==> config.mk <==
export PLATFORM = sky130hd
export DESIGN_NAME = lfsr_17_rx
export DESIGN_NICKNAME = d
export VERILOG_FILES = /design/src/rtl/lfsr_17_rx.sv
export SDC_FILE = /design/constraint.sdc
export NUM_CORES = 1
export LEC_CHECK = 0
export CORE_MARGIN = 3
export CORE_UTILIZATION = 43
export DETAILED_ROUTE_END_ITERATION = 8
export GPL_TIMING_DRIVEN = 0
export HOLD_SLACK_MARGIN = 0.02
export PLACE_DENSITY = 0.77
export RECOVER_POWER = 100
export SKIP_CTS_REPAIR_TIMING = 1
export SYNTH_ARGS = -nofsm -noshare
export SYNTH_HDL_FRONTEND = slang
export SYNTH_SLANG_ARGS = --single-unit
==> constraint.sdc <==
create_clock -name clk -period 6.25 [get_ports clk]
set_input_delay 0.625 -clock clk [delete_from_list [all_inputs] [get_ports clk]]
set_output_delay 0.625 -clock clk [all_outputs]
set_load 0.01 [all_outputs]
==> src/rtl/lfsr_17_rx.sv <==
// lfsr_17_rx: self-synchronous 7-bit-per-beat descrambler with
// a per-frame 64-bit Galois signature and end-of-frame compare.
module lfsr_17_rx #(
  parameter int LANES = 7,
  parameter int HIST  = 58
) (
  input  logic             clk,
  input  logic             rst,
  input  logic             in_valid,
  input  logic [LANES-1:0] in_data,
  input  logic             in_sof,
  input  logic             in_eof,
  input  logic [63:0]      sig_seed,
  input  logic [63:0]      expected_sig,
  output logic             out_valid,
  output logic [LANES-1:0] out_data,
  output logic             out_sof,
  output logic             out_eof,
  output logic             locked,
  output logic [63:0]      sig_value,
  output logic             sig_done,
  output logic             sig_match,
  output logic             sof_err
);

  localparam int TAP = 39;
  localparam int CW  = $clog2(HIST + 1);
  localparam logic [63:0] TAPMASK = 64'hC96C_5795_D787_0F42;

  typedef enum logic {
    S_IDLE  = 1'b0,
    S_FRAME = 1'b1
  } state_t;

  state_t          r_state;
  state_t          w_state_nx;
  logic [HIST-1:0] r_hist;
  logic [HIST-1:0] w_hist_nx;
  logic [LANES-1:0] w_desc;
  logic [63:0]     r_sig;
  logic [63:0]     w_sig_nx;
  logic [CW-1:0]   r_cnt;
  logic            w_hash;
  logic            w_seed;
  logic            w_done;
  logic            w_serr;

  assign locked = (r_cnt == CW'(HIST));

  // Descramble lane 0 first, rolling each received bit into history.
  always_comb begin
    w_hist_nx = r_hist;
    w_desc    = '0;
    for (int i = 0; i < LANES; i++) begin
      w_desc[i] = in_data[i] ^ w_hist_nx[TAP-1] ^ w_hist_nx[HIST-1];
      w_hist_nx = {w_hist_nx[HIST-2:0], in_data[i]};
    end
  end

  // Fold the descrambled beat into the signature, seeding on SOF.
  always_comb begin
    w_sig_nx = w_seed ? sig_seed : r_sig;
    for (int i = 0; i < LANES; i++) begin
      w_sig_nx = {w_sig_nx[62:0], w_desc[i]}
               ^ (w_sig_nx[63] ? TAPMASK : 64'd0);
    end
  end

  // Frame tracking: decides hashing, seeding, completion and abort.
  always_comb begin
    w_state_nx = r_state;
    w_hash     = 1'b0;
    w_seed     = 1'b0;
    w_done     = 1'b0;
    w_serr     = 1'b0;
    if (in_valid) begin
      unique case (r_state)
        S_IDLE: begin
          if (in_sof) begin
            w_seed = 1'b1;
            w_hash = 1'b1;
            w_done = in_eof;
            w_state_nx = in_eof ? S_IDLE : S_FRAME;
          end
        end
        S_FRAME: begin
          w_hash = 1'b1;
          w_seed = in_sof;
          w_serr = in_sof;
          w_done = in_eof;
          if (in_eof) w_state_nx = S_IDLE;
        end
        default: w_state_nx = S_IDLE;
      endcase
    end
  end

  // Frame state register.
  always_ff @(posedge clk or negedge rst) begin
    if (!rst) r_state <= S_IDLE;
    else      r_state <= w_state_nx;
  end

  // Datapath: history, lock counter, signature and registered outputs.
  always_ff @(posedge clk or negedge rst) begin
    if (!rst) begin
      r_hist    <= '0;
      r_sig     <= '0;
      r_cnt     <= '0;
      out_valid <= 1'b0;
      out_data  <= '0;
      out_sof   <= 1'b0;
      out_eof   <= 1'b0;
      sig_value <= '0;
      sig_done  <= 1'b0;
      sig_match <= 1'b0;
      sof_err   <= 1'b0;
    end else begin
      out_valid <= in_valid;
      out_sof   <= in_valid & in_sof;
      out_eof   <= in_valid & in_eof;
      sig_done  <= w_done;
      sof_err   <= w_serr;
      if (in_valid) begin
        out_data <= w_desc;
        r_hist   <= w_hist_nx;
        if (r_cnt < CW'(HIST - LANES)) r_cnt <= r_cnt + CW'(LANES);
        else                           r_cnt <= CW'(HIST);
      end
      if (w_hash) r_sig <= w_sig_nx;
      if (w_done) begin
        sig_value <= w_sig_nx;
        sig_match <= (w_sig_nx == expected_sig);
      end
    end
  end

endmodule

==> results.py <==
metrics = {
    "run_status": {
        "status": "complete, but fails checks",
        "violations": "capacitance limit, slew limit",
    },
    "setup_path": {
        "cp-end-kind": "flop",
        "worstSetupPathType": "input pin to flop",
        "cp.required_ps": 6690,
        "r2r_end": "sig_match",
        "startpoint_type": "input pin",
        "rrSetupSlack_ps": 1920,
        "path_max_fanout": 10,
        "ff2ff_path_depth": 10,
        "arrival_ps": 5880,
        "r2r-start": "r_sig[63]",
    },
    "clock_network": {
        "worst_skew_pair.late_latency_ps": 540,
        "clock-root-buffer": "clkbuf_16",
        "clk_pin_slew_ps": 60,
        "cts.path.max_buffers": 3,
        "htree_levels": 1,
        "cts.sinks": 206,
        "cts_buffers": 24,
        "cts_tree": "done",
    },
    "drt": {
        "vias": 10196,
        "wirelength_mm": 45.9,
        "vias_per_cell": 5.58,
        "antenna_left": 0,
        "dr.pass1.iters": 5,
        "routedWlPerCell_um": 25.1,
        "drt_iter0_drc": 938,
        "drc": 0,
    },
    "logic_synthesis": {
        "synth.distinct_cells": 64,
        "synthDominantCellAreaShare_pct": 42.1,
        "yosys-top-cells-area": "dfrtp_1, xnor2_1, xor2_1",
        "synth_top_area_cell": "dfrtp_1",
        "syn_inst": 1193,
        "syn_area_per_cell_um2": 10.3,
        "synth-edff-count": 0,
        "ys_warn_count": 0,
        "ys_ff_latch": 206,
        "synth-seq-area-share_pct": 42.1,
        "ys.flop_type": "dfrtp_1",
        "synth-async-reset-ratio_pct": 100,
        "synth_fp_nets": 1336,
        "synthesis.area_um2": 12200,
    },
    "global_routing": {
        "antenna_found_initial": 1,
        "grtUsageTotal_pct": 29.5,
        "grt_pass1_wl_mm": 67.0,
        "grt_max_degree": 119,
        "grt_overflow_total": 0,
        "grt_pass1_vias": 10384,
    },
    "hold_path": {
        "hp-class": "input pin to asynchronous set/reset pin",
    },
    "placed_design": {
        "portBuffers": 211,
        "dp_hpwl_mm": 34.9,
        "place_congestion": 0.986,
        "dp.cells": 1783,
    },
    "sta": {
        "tightest_slew_ps": 2930,
        "finalSetupViolCount": 0,
        "finalCriticalPeriod_ps": 5440,
        "setup_tns_ps": 0,
        "maxSlewHeadroom_pct": -95.2,
        "fmax_mhz": 184,
        "finalCritPeriodShare_pct": 87.1,
        "hold_viol": 0,
        "skew_ps": 14.3,
        "final_max_slew_viol_count": 119,
        "rsz0062_at_grt": "false",
    },
    "run": {
        "cap_violations": 1,
    },
    "floorplanning": {
        "dieArea_um2": 30500,
        "floorplan.initialDensity_pct": 43.8,
        "dieHeight_um": 175,
        "core.rowCount": 61,
        "dieWidth_um": 175,
        "core_area_um2": 27900,
        "io_pins": 218,
    },
    "finish": {
        "synthToLayoutAreaGrowth_pct": 27.7,
        "drive_gt1_share_pct": 10.6,
        "final_util_pct": 55.9,
        "instances_no_fill": 1827,
        "nNetsFinal": 1574,
        "fillers": 2473,
    },
}
-- final cells by class --
cell class | count | area, µm² | share of cell area, %
sequential | 206 | 5150 | 33.0
buffer | 73 | 359 | 2.30
multi-input combinational | 906 | 6610 | 42.3
clock buffer | 31 | 697 | 4.46
clock inverter | 11 | 175 | 1.12
tap | 378 | 473 | 3.03
inverter | 8 | 30.0 | 0.192
antenna | 2 | 5.00 | 0.0320
timing repair buffer | 212 | 2120 | 13.6
-- flip-flops by register name, summed over array words and instances (netlist names), 6 cells and up --
register   flops
r_cnt          6
sig_value     64
out_data       7
r_sig         64
r_hist        58
-- routing by layer --
| metal | vias to the layer above | wire length, µm | GRT usage, % |
|---|---|---|---|
| met3 | 96 | 3870 | 6.78 |
| met4 | 2 | 1830 | 10.4 |
| met2 | 477 | 21500 | 48.5 |
| met5 | - | 8 | 0 |
| li1 | 4559 | - | - |
| met1 | 5062 | 18700 | 38.3 |
-- cells in the mapped netlist, types with 7 or more instances --
library cell	n
a21oi_1	27
a31oi_1	7
buf_2	15
buf_4	14
clkbuf_1	37
dfrtp_1	206
inv_1	7
mux2_2	66
mux2i_1	50
nand2_1	159
nand3_1	11
nand4_1	13
nor2_1	39
nor3_1	16
nor4_1	9
o21ai_0	159
xnor2_1	161
xnor3_1	16
xor2_1	96
-- kinds of logic (layout without fill, tap and decap cells) --
kind of cell,count (synthesis),in the layout,synth area share (%)
XOR/XNOR,284,284,23.1
AND/OR/NAND/NOR,264,264,9.24
AO/OA/AOI/OAI,231,231,10.7
flip-flops,206,206,42.1
multiplexers,124,124,11.3
buffers and inverters,81,335,3.22
adder cells (fa/ha/maj),3,3,0.307
other,0,2,0
-- stage by stage --
stage | worst slack, ps | hold slack (ps) | area [µm²]
finish | 807 | 68.1 | 15600
global route | 814 | 128 | 15600
CTS | 1570 | 112 | 15700
detailed placement | 1070 | 469 | 14900
global placement | -4000 | 462 | 14800
floorplan | 3080 | 329 | 12200
-- worst max-delay path by stage --
stage	startpoint	to	slack [ps]
5_1_grt	in_valid	sig_match	810
6_report	in_valid	sig_match	810
4_1_cts	in_valid	sig_match	1570
3_5_place_dp	in_valid	sig_match	1070
2_1_floorplan	in_valid	sig_match	3080
3_3_place_gp	rst	r_cnt[1]	-4000
-- worst max-delay path, stage by stage --
cell	delay, ps
dlygate4sd3_1	560
clkbuf_1	250
nand2_1	590
buf_4	380
buf_2	400
buf_4	330
clkbuf_1	700
mux2i_1	730
xnor2_1	120
nor2_1	160
nand4_1	120
nor4_1	500
nand4_1	190
o31ai_2	220
-- cell usage in the layout, fill, tap and decap left out, types with 13 or more instances in the layout --
| cell type | synthesis | layout |
|---|---|---|
| dfrtp_1 | 206 | 206 |
| xnor2_1 | 161 | 165 |
| nand2_1 | 159 | 160 |
| o21ai_0 | 159 | 159 |
| clkdlybuf4s50_1 | 0 | 131 |
| xor2_1 | 96 | 96 |
| dlygate4sd3_1 | 0 | 79 |
| mux2_2 | 66 | 66 |
| mux2i_1 | 50 | 52 |
| clkbuf_1 | 37 | 45 |
| nor2_1 | 39 | 39 |
| a21oi_1 | 27 | 27 |
| clkbuf_16 | 0 | 24 |
| xnor3_1 | 16 | 18 |
| nor3_1 | 16 | 16 |
| buf_4 | 14 | 14 |
| nand4_1 | 13 | 13 |
Power is left out: the tool's default activity adds up to more than one toggle a clock period on the data nets, which glitch-free logic cannot reach.
